File: config.mk
export PLATFORM = sky130hd
export DESIGN_NAME = operand_fetch_stage
export DESIGN_NICKNAME = d
export VERILOG_FILES = /design/src/rtl/operand_fetch_stage.sv
export SDC_FILE = /design/constraint.sdc
export NUM_CORES = 1
export LEC_CHECK = 0
export ABC_AREA = 1
export BUFFER_PORTS_ARGS = -buffer_cell sky130_fd_sc_hd__clkbuf_2
export CAP_MARGIN = 25
export CORE_AREA = 2 2 156 158
export CTS_BUF_LIST = sky130_fd_sc_hd__clkbuf_4
export CTS_CLUSTER_DIAMETER = 80
export CTS_CLUSTER_SIZE = 24
export DETAILED_ROUTE_END_ITERATION = 7
export DIE_AREA = 0 0 158 160
export SLEW_MARGIN = 20
export SYNTH_ARGS = -nofsm -noshare
export SYNTH_HDL_FRONTEND = slang
export SYNTH_SLANG_ARGS = --single-unit
File: constraint.sdc
create_clock -name clk -period 1.5 [get_ports clk]
set_input_delay 0.075 -clock clk [delete_from_list [all_inputs] [get_ports clk]]
set_output_delay 0.075 -clock clk [all_outputs]
set_load 0.005 [all_outputs]
File: src/rtl/operand_fetch_stage.sv
// Operand fetch / ID-EX pipeline stage with load-use stall and flush.
// Optional OPFETCH_WB_BYPASS_EN: writeback bypass mux instead of a writeback stall.
`timescale 1ns/1ps
module operand_fetch_stage #(
  parameter int unsigned       XLEN     = 32,
  parameter logic [XLEN-1:0]   NOP_INSN = XLEN'(32'h00000013)
) (
  input  logic            clk,
  input  logic            rst,
  input  logic            id_valid_i,
  output logic            id_ready_o,
  input  logic [XLEN-1:0] id_pc_i,
  input  logic [XLEN-1:0] id_insn_i,
  input  logic [XLEN-1:0] id_imm_i,
  input  logic [4:0]      id_rs1_i,
  input  logic [4:0]      id_rs2_i,
  input  logic [4:0]      id_rd_i,
  input  logic            id_uses_rs1_i,
  input  logic            id_uses_rs2_i,
  input  logic            id_regwren_i,
  input  logic            id_memread_i,
  output logic [4:0]      rs1_o,
  output logic [4:0]      rs2_o,
  input  logic [XLEN-1:0] rs1data_i,
  input  logic [XLEN-1:0] rs2data_i,
  input  logic [4:0]      wb_rd_i,
  input  logic [XLEN-1:0] wb_datawb_i,
  input  logic            wb_regwren_i,
  input  logic            flush_i,
  output logic            ex_valid_o,
  input  logic            ex_ready_i,
  output logic [XLEN-1:0] ex_pc_o,
  output logic [XLEN-1:0] ex_insn_o,
  output logic [XLEN-1:0] ex_imm_o,
  output logic [XLEN-1:0] ex_rs1data_o,
  output logic [XLEN-1:0] ex_rs2data_o,
  output logic [4:0]      ex_rd_o,
  output logic            ex_regwren_o,
  output logic            ex_memread_o
);

  logic            load_en;
  logic            luh;
  logic            wbh;
  logic            hazard;
  logic            capture;
  logic [XLEN-1:0] op1;
  logic [XLEN-1:0] op2;

  assign rs1_o = id_rs1_i;
  assign rs2_o = id_rs2_i;

  assign load_en = !ex_valid_o || ex_ready_i;

  // A load in EX cannot forward its data in time for a dependent reader.
  assign luh = ex_valid_o && ex_memread_o && ex_regwren_o && (ex_rd_o != 5'd0) &&
               ((id_uses_rs1_i && (id_rs1_i == ex_rd_o)) ||
                (id_uses_rs2_i && (id_rs2_i == ex_rd_o)));

`ifdef OPFETCH_WB_BYPASS_EN
  assign wbh = 1'b0;

  always_comb begin
    op1 = rs1data_i;
    op2 = rs2data_i;
    if (id_rs1_i == 5'd0)                                 op1 = '0;
    else if (wb_regwren_i && (wb_rd_i == id_rs1_i))       op1 = wb_datawb_i;
    if (id_rs2_i == 5'd0)                                 op2 = '0;
    else if (wb_regwren_i && (wb_rd_i == id_rs2_i))       op2 = wb_datawb_i;
  end
`else
  logic unused_wb_data;
  assign unused_wb_data = ^wb_datawb_i;

  // Without bypass, wait one cycle for the register file to hold the new value.
  assign wbh = wb_regwren_i && (wb_rd_i != 5'd0) &&
               ((id_uses_rs1_i && (id_rs1_i == wb_rd_i)) ||
                (id_uses_rs2_i && (id_rs2_i == wb_rd_i)));

  always_comb begin
    op1 = rs1data_i;
    op2 = rs2data_i;
    if (id_rs1_i == 5'd0) op1 = '0;
    if (id_rs2_i == 5'd0) op2 = '0;
  end
`endif

  assign hazard     = luh || wbh;
  assign capture    = load_en && id_valid_i && !hazard;
  assign id_ready_o = rst && (flush_i || (load_en && !hazard));

  // ID/EX pipeline register: flush, capture, bubble, hold in priority order.
  always_ff @(posedge clk or negedge rst) begin
    if (!rst) begin
      ex_valid_o   <= 1'b0;
      ex_pc_o      <= '0;
      ex_insn_o    <= NOP_INSN;
      ex_imm_o     <= '0;
      ex_rs1data_o <= '0;
      ex_rs2data_o <= '0;
      ex_rd_o      <= 5'd0;
      ex_regwren_o <= 1'b0;
      ex_memread_o <= 1'b0;
    end else if (flush_i) begin
      ex_valid_o <= 1'b0;
      ex_insn_o  <= NOP_INSN;
    end else if (capture) begin
      ex_valid_o   <= 1'b1;
      ex_pc_o      <= id_pc_i;
      ex_insn_o    <= id_insn_i;
      ex_imm_o     <= id_imm_i;
      ex_rs1data_o <= op1;
      ex_rs2data_o <= op2;
      ex_rd_o      <= id_rd_i;
      ex_regwren_o <= id_regwren_i && (id_rd_i != 5'd0);
      ex_memread_o <= id_memread_i;
    end else if (load_en) begin
      ex_valid_o   <= 1'b0;
      ex_insn_o    <= NOP_INSN;
      ex_regwren_o <= 1'b0;
      ex_memread_o <= 1'b0;
    end
  end

endmodule

Word-level counts from Yosys, hierarchy flattened
Cells that the tools add are included.
{"block": "totals", "latch_bits": 0, "word_cells": 55, "mem_bits_rw": 0, "output_inout_bits": 179, "register_bits": 168, "input_bits": 222, "mem_bits_ro": 0, "mem_count": 0}
{"block": "classes", "addsub": 0, "multipliers": 0, "order_cmp": 0, "div_mod_pow": 0, "bitwise_logic": 1, "reduce_logical": 31, "n_shift": 0, "mux": 10, "eq_ne": 4}
{"operator": "two-way mux 32 bit", "n": 5}
{"operator": "equality test 5 bit", "n": 4}
{"operator": "logical AND 1 bit", "n": 15}
{"operator": "nonzero test 5 bit", "n": 3}
{"operator": "logical NOT 5 bit", "n": 2}
{"operator": "logical OR 1 bit", "n": 5}
{"operator": "two-way mux 1 bit", "n": 5}
{"operator": "AND reduction 2 bit", "n": 2}
{"operator": "nonzero test 3 bit", "n": 1}
{"operator": "logical NOT 1 bit", "n": 2}
{"operator": "nonzero test 2 bit", "n": 1}
{"operator": "inverter 1 bit", "n": 1}

Longest topological paths before layout
Gate-level depths: netlist of run 1.
{"block": "depth", "word_depth": 9, "ltp_mapped": 12, "ltp_nobuf": 10}

Worst setup path before layout of run 1
OpenSTA, ideal clock, no wires.
{"block": "synth_path", "kind": "register to register", "startpoint": "register ex_rd_o[0]", "endpoint": "register ex_imm_o[0]", "synth_period_minus_slack_ps": 1523, "path_stages_with_launch": 12, "setup_time_ps": 66, "t_required_ps": 1434, "n_path_buf": 2, "arrival_time_ps": 1456, "path_slack_ps": -23, "path_cell_list": "dfrtp_1 inv_1 nand2_1 nand2_1 nor2_1 nand3_1 nand2_1 nand2_4 buf_6 clkbuf_1 nand4_1 nand2_1"}
{"block": "synth_between", "elab_chain_cells": 8, "word_cells_on_any_way": 12, "cone_classes": "2 x eq/ne; 10 x reduce/logical"}
{"item": "start, declared", "line": "37", "rtl": "output logic [4:0] ex_rd_o,"}
{"item": "start signal, assigned", "line": "114", "rtl": "ex_rd_o <= id_rd_i;"}
{"item": "equality test 5 bit (on tied branches)", "line": "57, 58"}
{"item": "logical AND 1 bit (on tied branches)", "line": "57, 58"}
{"item": "logical OR 1 bit", "line": "57", "rtl": "((id_uses_rs1_i && (id_rs1_i == ex_rd_o)) ||"}
{"item": "logical AND 1 bit (*)", "line": "56", "rtl": "assign luh = ex_valid_o && ex_memread_o && ex_regwren_o && (ex_rd_o != 5'd0) &&"}
{"item": "logical OR 1 bit (*)", "line": "88", "rtl": "assign hazard = luh || wbh;"}
{"item": "logical NOT 1 bit (*)", "line": "89", "rtl": "assign capture = load_en && id_valid_i && !hazard;"}
{"item": "logical AND 1 bit (*)", "line": "89"}
{"item": "AND reduction 2 bit (no source line) (*)"}
{"item": "end signal, assigned", "line": "111", "rtl": "ex_imm_o <= id_imm_i;"}
{"item": "end, declared", "line": "34", "rtl": "output logic [XLEN-1:0] ex_imm_o,"}
Every way passes the cells marked *; elsewhere a longest branch is shown, timed or not.
A chain may end at the register's enable or synchronous reset.

Worst setup path in the final report of run 1
{"block": "layout_path", "startpoint": "register ex_rd_o[0]", "endpoint": "output port id_ready_o"}
{"block": "layout_between", "elab_chain_cells": 9, "word_cells_on_any_way": 13, "cone_classes": "2 x eq/ne; 11 x reduce/logical"}
{"item": "equality test 5 bit (on tied branches)", "line": "57, 58"}
{"item": "logical AND 1 bit (on tied branches)", "line": "57, 58"}
{"item": "logical OR 1 bit", "line": "57"}
{"item": "logical AND 1 bit (*)", "line": "56"}
{"item": "logical OR 1 bit (*)", "line": "88"}
{"item": "logical NOT 1 bit (*)", "line": "90", "rtl": "assign id_ready_o = rst && (flush_i || (load_en && !hazard));"}
{"item": "logical AND 1 bit (*)", "line": "90"}
{"item": "logical OR 1 bit (*)", "line": "90"}
{"item": "logical AND 1 bit (*)", "line": "90"}
{"item": "end, declared", "line": "11", "rtl": "output logic id_ready_o,"}
Marks and branches as above.

==> out/qor.csv, run 1 <==
stage,metric,value,unit
worst_setup_path,Worst R2R Path Depth,12,
grt,Overflow after GRT,0,
drt,Post-Route WL,32000,um
grt,vias in the first global route,9232,
timing,setup violators final,169,
finish,Nets,1808,
drt,1st-iter DRT viols,632,
synthesis,Unique masters post-synth,22,
synthesis,Syn Nets,1222,
timing,Rel. slew slack,0.601,
pwr,P_sw,0.00389,W
worst_setup_path,CP arrival,1.93,ns
worst_setup_path,crit-path max FO,3,
timing,RSZ-0062 raised after global routing,true,
synthesis,Mapped Avg Cell Area,7.88,um2
worst_setup_path,reg-to-reg startpoint,ex_rd_o[0],
place,GP Congestion,0.861,
grt,initial antenna violation count,2,
timing,worst setup margin,-0.501,ns
clocking,H-tree Lvls,4,
place,Placed Area,10300,um2
pwr,maximum vdd drop,0.532,mV
floorplan,DIE AREA,25300,um2
pwr,sequential power share,0.484,
drt,DR WL/cell,16.6,um
worst_setup_path,Worst setup EP type,output port,
floorplan,FP Rows,57,
drt,detailed-route DRC error count,0,
pwr,internal power,0.00761,W
synthesis,post-synthesis sequential area ratio,0.534,
worst_setup_path,Crit. Startpoint,ex_rd_o[0],
synthesis,synth warn,0,
finish,Final Instance Area,13700,um2
timing,final hold violation count,0,
floorplan,floorplan die height,160,um
pwr,Switching Share,0.339,
drt,TritonRoute pass-1 iters,6,
finish,area growth from synthesis to final layout,74.3,%
timing,fin crit period,2.00,ns
clocking,Worst-path clk slew,0.18,ns
floorplan,Core ar.,23800,um2
grt,All-Layer GR Usage,0.248,
floorplan,DIE WIDTH,158,um
clocking,CTS tree,yes,
timing,final worst hold slack,0.0300,ns
timing,final max-slew violation count,0,
worst_setup_path,Crit path required time,1.42,ns
timing,fin crit share,1.33,
drt,antenna-violating nets left,0,
worst_setup_path,internal reg-to-reg setup slack,-0.47,ns
synthesis,Synth Instances,1000,
clocking,clk sinks,168,
pwr,Logic pwr share,0.282,
run_status,failing checks,setup timing,
finish,fraction of layout cells with a size suffix above 1,0.361,
pwr,pwr dens,838,nW/um2
clocking,Clock Path Buffers,2,
pwr,Leakage,7.89,nW
worst_setup_path,R2R Path End,ex_pc_o[16],
run_status,status,finished with violations,
synthesis,Post-synth ARST share,1.00,
timing,Worst Max-Slew Pin Slew,0.597,ns
clocking,"Clk Latency, worst-skew pair",0.57,ns
worst_hold_path,worst hold path class,in2async,
pwr,clock share of power,0.233,
synthesis,number of flops mapped to enable cells by yosys,0,
place,I/O Buffers,368,
timing,setup TNS,-66.56,ns
place,dpl ws,-0.253,ns
clocking,TritonCTS Buffers,17,
drt,Via-to-Cell Ratio,4.80,
synthesis,cell area after synthesis,7880,um2
finish,Filler cells,2098,
synthesis,"Top FF cell, synth",dfrtp_1,
timing,FMAX,500,MHz
place,HPWL after DPL,18000,um
worst_setup_path,critical path launch point type,register,
drt,detailed-route via count,9238,
floorplan,Starting Density,0.331,
run,MaxCap Viol Count,0,
synthesis,Seq cells post-synth,168,
worst_setup_path,Setup Crit Path Kind,reg2out,
floorplan,# IOs,401,
clocking,clk root buf,clkbuf_4,
timing,Clock Skews,0.0307,ns
pwr,Final Total Pwr,0.0115,W
grt,largest net degree at the start of global routing,72,
grt,first-pass GRT wire length,49100,um
how the worst max path moves through the flow:
stage	to	slack, ns	cells past startpoint
2_1_floorplan	ex_imm_o[0]	-0.02	11
3_3_place_gp	id_ready_o	-0.20	9
3_5_place_dp	id_ready_o	-0.25	9
4_1_cts	id_ready_o	-0.59	9
5_1_grt	id_ready_o	-0.64	11
6_report	id_ready_o	-0.50	9
kinds of logic after synthesis:
| logic type | synth area share |
|---|---|
| AND/OR/NAND/NOR | 0.335 |
| AO/OA/AOI/OAI | 0.0234 |
| buffers and inverters | 0.108 |
| flip-flops | 0.534 |
through the flow:
step,util,instances
after CTS,0.573,1922
after floorplan,-,1000
after global placement,0.433,1667
after global routing,0.576,1925
final,0.576,1925
after detailed placement,0.433,1667
cells in the mapped netlist (3+ instances only):
cell        n  area [um2]
buf_4      20         150
o21ai_0    33         165
dfrtp_1   165        4130
or2_2       4        25.0
nand3_1     6        30.0
dfstp_2     3        78.8
inv_1     118         443
buf_2      16        80.1
clkbuf_1   39         146
nand4_1   136         851
nor2_1     27         101
nand2_1   420        1580
power by group through the flow:
stage                     Clock, W  Sequential, W  Combinational, W
after floorplan                  0        0.00565          0.000930
after global placement           0        0.00561           0.00240
after detailed placement         0        0.00562           0.00244
after CTS                  0.00279        0.00555           0.00319
after global routing       0.00295        0.00565           0.00355
final                      0.00268        0.00557           0.00325
timing repair:
| action | 4_1_cts | 5_1_grt |
|---|---|---|
| pin swaps | 7 | 9 |
| hold endpoints to repair | 336 | 0 |
| resized for setup | 142 | 12 |
| gates cloned | 27 | 3 |
| setup buffers | 25 | 0 |
| hold buffers | 171 | 0 |
| setup endpoints to repair | 169 | 170 |
layer usage:
layer | GRT usage | up-vias | wire length [um]
li1 | - | 4374 | -
met1 | 0.307 | 4379 | 13000
met2 | 0.416 | 392 | 15800
met3 | 0.0499 | 93 | 1910
met4 | 0.110 | 0 | 1250
met5 | 0 | - | 0
worst max-delay path, stage by stage, from the launching register on:
cell and delay (ns):
dfrtp_1 0.43, nor2_1 0.14, nand4_1 0.16, nand4_1 0.14, inv_2 0.05, nand2_4 0.08, buf_12 0.10, nand2_4 0.04
a21oi_2 0.10, buf_2 0.13
cells in the final DEF (no fill, tap or decap):
master	synthesis	routed
a21oi_2	0	1
buf_12	0	24
buf_16	0	30
buf_2	16	1
buf_4	20	38
buf_6	2	11
buf_8	0	2
clkbuf_16	0	3
clkbuf_2	0	366
clkbuf_4	0	17
clkinv_1	0	1
clkinv_4	0	3
clkinv_8	0	3
clkinvlp_4	0	2
dfrtp_1	165	165
dfstp_2	3	3
diode_2	0	2
dlygate4sd3_1	0	171
inv_1	118	116
inv_2	0	2
inv_6	0	2
inv_8	0	4
nand2_1	420	390
nand2_2	1	29
nand2_4	1	3
nand3_1	6	6
nand3_4	1	1
nand4_1	136	136
nor2_1	27	23
nor2_2	1	3
nor2_4	0	2
nor3_1	2	2
o21ai_0	33	4
o21ai_1	1	6
o21ai_2	0	24
o41ai_1	1	1
or2_2	4	4
registers in the layout (all words and copies together), names as in the netlist:
| signal | flops |
|---|---|
| ex_regwren_o | 1 |
| ex_insn_o | 32 |
| ex_imm_o | 32 |
| ex_rs1data_o | 32 |
| ex_memread_o | 1 |
| ex_rd_o | 5 |
| ex_valid_o | 1 |
| ex_pc_o | 32 |
| ex_rs2data_o | 32 |
layout make-up:
| class | count | area (um2) | area share |
|---|---|---|---|
| Sequential cell | 168 | 4210 | 0.306 |
| Multi-Input combinational cell | 635 | 3020 | 0.220 |
| Antenna cell | 2 | 5.00 | 0.000364 |
| Inverter | 118 | 443 | 0.0323 |
| Tap cell | 324 | 405 | 0.0295 |
| Clock inverter | 15 | 156 | 0.0114 |
| Timing Repair Buffer | 646 | 5370 | 0.391 |
| Clock buffer | 17 | 128 | 0.00929 |
Power figures use the tool's default switching activity.
==> run 2, diff against run 1 <==
--- a/config.mk
+++ b/config.mk
@@ -5,15 +5,14 @@
 export SDC_FILE = /design/constraint.sdc
 export NUM_CORES = 1
 export LEC_CHECK = 0
-export ABC_AREA = 1
 export BUFFER_PORTS_ARGS = -buffer_cell sky130_fd_sc_hd__clkbuf_2
 export CAP_MARGIN = 25
-export CORE_AREA = 2 2 156 158
+export CORE_AREA = 2 2 157 159
 export CTS_BUF_LIST = sky130_fd_sc_hd__clkbuf_4
 export CTS_CLUSTER_DIAMETER = 80
 export CTS_CLUSTER_SIZE = 24
 export DETAILED_ROUTE_END_ITERATION = 7
-export DIE_AREA = 0 0 158 160
+export DIE_AREA = 0 0 159 161
 export SLEW_MARGIN = 20
 export SYNTH_ARGS = -nofsm -noshare
 export SYNTH_HDL_FRONTEND = slang
==> out/qor.csv, run 2 <==
stage,metric,value,unit,change
run_status,status,finished with violations,,
run_status,failing checks,setup timing,,
drt,WL met2,13100,um,-17%
drt,met3 wire len,1390,um,-27%
finish,"commonest cells after routing, fill and taps aside","clkbuf_2 (365), dlygate4sd3_1 (170), dfrtp_1 (165)",,
place,HPWL after DPL,14900,um,-17%
clocking,Clock Path Buffers,2,,unchanged
drt,Post-Route WL,25900,um,-19%
drt,antenna-violating nets left,0,,unchanged
timing,final hold violation count,0,,unchanged
synthesis,synth warn,0,,unchanged
synthesis,top-count cell post-synth,dfrtp_1,,
floorplan,DIE WIDTH,159,um,+0.63%
finish,area growth from synthesis to final layout,86.4,%,
worst_setup_path,crit-path max FO,6,,+3
drt,Via-to-Cell Ratio,4.54,,-5.4%
clocking,TritonCTS Buffers,17,,unchanged
synthesis,number of flops mapped to enable cells by yosys,0,,unchanged
synthesis,post-synth top area cell,dfrtp_1,,
finish,Nets,1259,,-30%
synthesis,Post-synth top cells,"dfrtp_1 (165), a22o_1 (94), mux2_1 (69)",,
drt,top routing layer used,met4,,
grt,Overflow after GRT,0,,unchanged
synthesis,Post-synth ARST share,1.00,,unchanged
floorplan,Core ar.,24000,um2,+0.60%
grt,All-Layer GR Usage,0.197,,-0.0503
grt,vias in the first global route,6797,,-26%
worst_setup_path,CP arrival,2.82,ns,+0.89 ns
pwr,pwr dens,1020,nW/um2,+22%
clocking,H-tree Lvls,4,,unchanged
synthesis,"Top FF cell, synth",dfrtp_1,,
floorplan,Starting Density,0.275,,-0.0552
synthesis,cell area after synthesis,6600,um2,-16%
drt,detailed-route via count,6257,,-32%
run,MaxCap Viol Count,0,,unchanged
finish,Filler cells,2060,,-1.8%
timing,Worst Max-Slew Pin Slew,0.483,ns,-0.115 ns
place,dpl ws,-0.657,ns,-0.403 ns
timing,fin crit period,2.37,ns,+0.365 ns
timing,RSZ-0062 raised after global routing,true,,
worst_hold_path,worst hold path class,in2async,,
timing,Rel. slew slack,0.677,,+0.0767
timing,FMAX,423,MHz,-15%
drt,detailed-route DRC error count,0,,unchanged
timing,final max-slew violation count,0,,unchanged
finish,multi-input logic area,2440,um2,-19%
finish,"most common cell after layout, fill and taps aside",clkbuf_2,,
drt,1st-iter DRT viols,323,,-49%
synthesis,Unique masters post-synth,31,,+41%
timing,Clock Skews,0.0296,ns,-0.00109 ns
clocking,clk root buf,clkbuf_4,,
timing,fin crit share,1.58,,+0.244
clocking,clk sinks,168,,unchanged
synthesis,Synth area leaders,"dfrtp_1 (63%), a22o_1 (12%), mux2_1 (12%)",,
floorplan,# IOs,401,,unchanged
place,Placed Area,9020,um2,-13%
drt,TritonRoute pass-1 iters,4,,-2
finish,Final Instance Area,12300,um2,-10%
grt,first-pass GRT wire length,39200,um,-20%
synthesis,Synth Instances,429,,-57%
grt,largest net degree at the start of global routing,82,,+14%
synthesis,Syn Nets,651,,-47%
worst_setup_path,Crit path required time,1.95,ns,+0.53 ns
finish,Sequential Area,4210,um2,unchanged
pwr,maximum vdd drop,0.468,mV,-12%
synthesis,Mapped Avg Cell Area,15.4,um2,+95%
clocking,CTS tree,yes,,
floorplan,floorplan die height,161,um,+0.63%
timing,setup violators final,170,,+0.59%
synthesis,Seq cells post-synth,168,,unchanged
worst_setup_path,internal reg-to-reg setup slack,-0.87,ns,-0.40 ns
clocking,Worst-path clk slew,0.15,ns,-0.03 ns
worst_setup_path,Setup Crit Path Kind,reg2reg,,
floorplan,DIE AREA,25600,um2,+1.3%
synthesis,Synth top area share,0.625,,+0.101
synthesis,post-synthesis sequential area ratio,0.637,,+0.103
floorplan,FP Rows,57,,unchanged
worst_setup_path,Worst setup EP type,register,,
timing,worst setup margin,-0.866,ns,-0.365 ns
place,I/O Buffers,368,,unchanged
drt,DRT met1 WL,10700,um,-18%
worst_setup_path,critical path launch point type,register,,
drt,DR WL/cell,18.8,um,+13%
clocking,"Clk Latency, worst-skew pair",0.56,ns,about the same
pwr,Leakage,6.18,nW,-22%
finish,fraction of layout cells with a size suffix above 1,0.546,,+0.184
finish,Util after Layout,0.513,,-0.0631
place,GP Congestion,0.751,,-13%
grt,initial antenna violation count,4,,+2
run 2: logic make-up (layout without fill, tap and decap cells):
family | Yosys count | in the layout | synth area share
buf+inv | 38 | 659 | 0.0434
flops | 168 | 168 | 0.637
mux | 69 | 69 | 0.118
other cells | 0 | 4 | 0
xor+xnor | 20 | 20 | 0.0265
simple gates | 19 | 19 | 0.0174
compound gates | 115 | 115 | 0.158
run 2: per-layer routing:
| metal | up-vias | global-route usage |
|---|---|---|
| li1 | 2832 | - |
| met1 | 3106 | 0.239 |
| met2 | 278 | 0.341 |
| met3 | 41 | 0.0498 |
| met4 | 0 | 0.0744 |
| met5 | - | 0 |
run 2: cell type report:
type	instances	share of cell area
flip-flops and latches	168	0.342
clock buffers	19	0.0116
inverters	1	0.000305
well taps	324	0.0330
diodes	4	0.000814
repair buffers	626	0.394
clock inverters	13	0.0195
multi-input cells	223	0.198
run 2: worst paths after layout:
kind | startpoint | to | cells past startpoint
max in group asynchronous | rst | ex_rd_o[3] | 3
setup / recovery | ex_rd_o[1] | ex_insn_o[5] | 11
hold / removal | rst | ex_rs2data_o[31] | 3
min in group clk | ex_ready_i | ex_valid_o | 5
setup reg to reg | ex_rd_o[1] | ex_insn_o[5] | 11
hold reg to reg | ex_insn_o[27] | ex_insn_o[27] | 1
run 2: worst max-delay path: stages (launching register included):
cell	delay (ns)
dfrtp_1	0.40
buf_4	0.14
buf_6	0.12
xnor2_2	0.13
nand4_1	0.13
o22a_1	0.27
o221a_4	0.30
buf_6	0.13
buf_6	0.12
buf_12	0.12
bufbuf_16	0.26
a22o_1	0.17
run 2: timing repair:
item / in CTS / in global routing
endpoints found under the hold margin: 336 / 0
gates resized for setup: 62 / 62
setup buffers: 22 / 12
endpoints found under the setup margin: 170 / 170
cloned: 16 / 3
pin swaps: 5 / 27
hold buffers: 170 / 0
run 2: metrics by stage:
step / std cells / total power [W] / TNS (ns) / hold slack [ns]
floorplan: 429 / 0.00658 / -84.34 / -0.221
global placement: 1125 / 0.00797 / -86.36 / -0.0865
detailed placement: 1125 / 0.00802 / -89.17 / -0.0843
CTS: 1365 / 0.0124 / -128.77 / -0.0101
global route: 1378 / 0.0132 / -142.94 / 0.0630
finish: 1378 / 0.0126 / -128.11 / 0.0924
run 2: where the power goes:
group | total (W) | switching (W) | leakage, nW | internal (W)
Combinational | 0.00348 | 0.00131 | 3.92 | 0.00217
Clock | 0.00346 | 0.00174 | 0.199 | 0.00173
Sequential | 0.00563 | 0.000424 | 2.07 | 0.00521
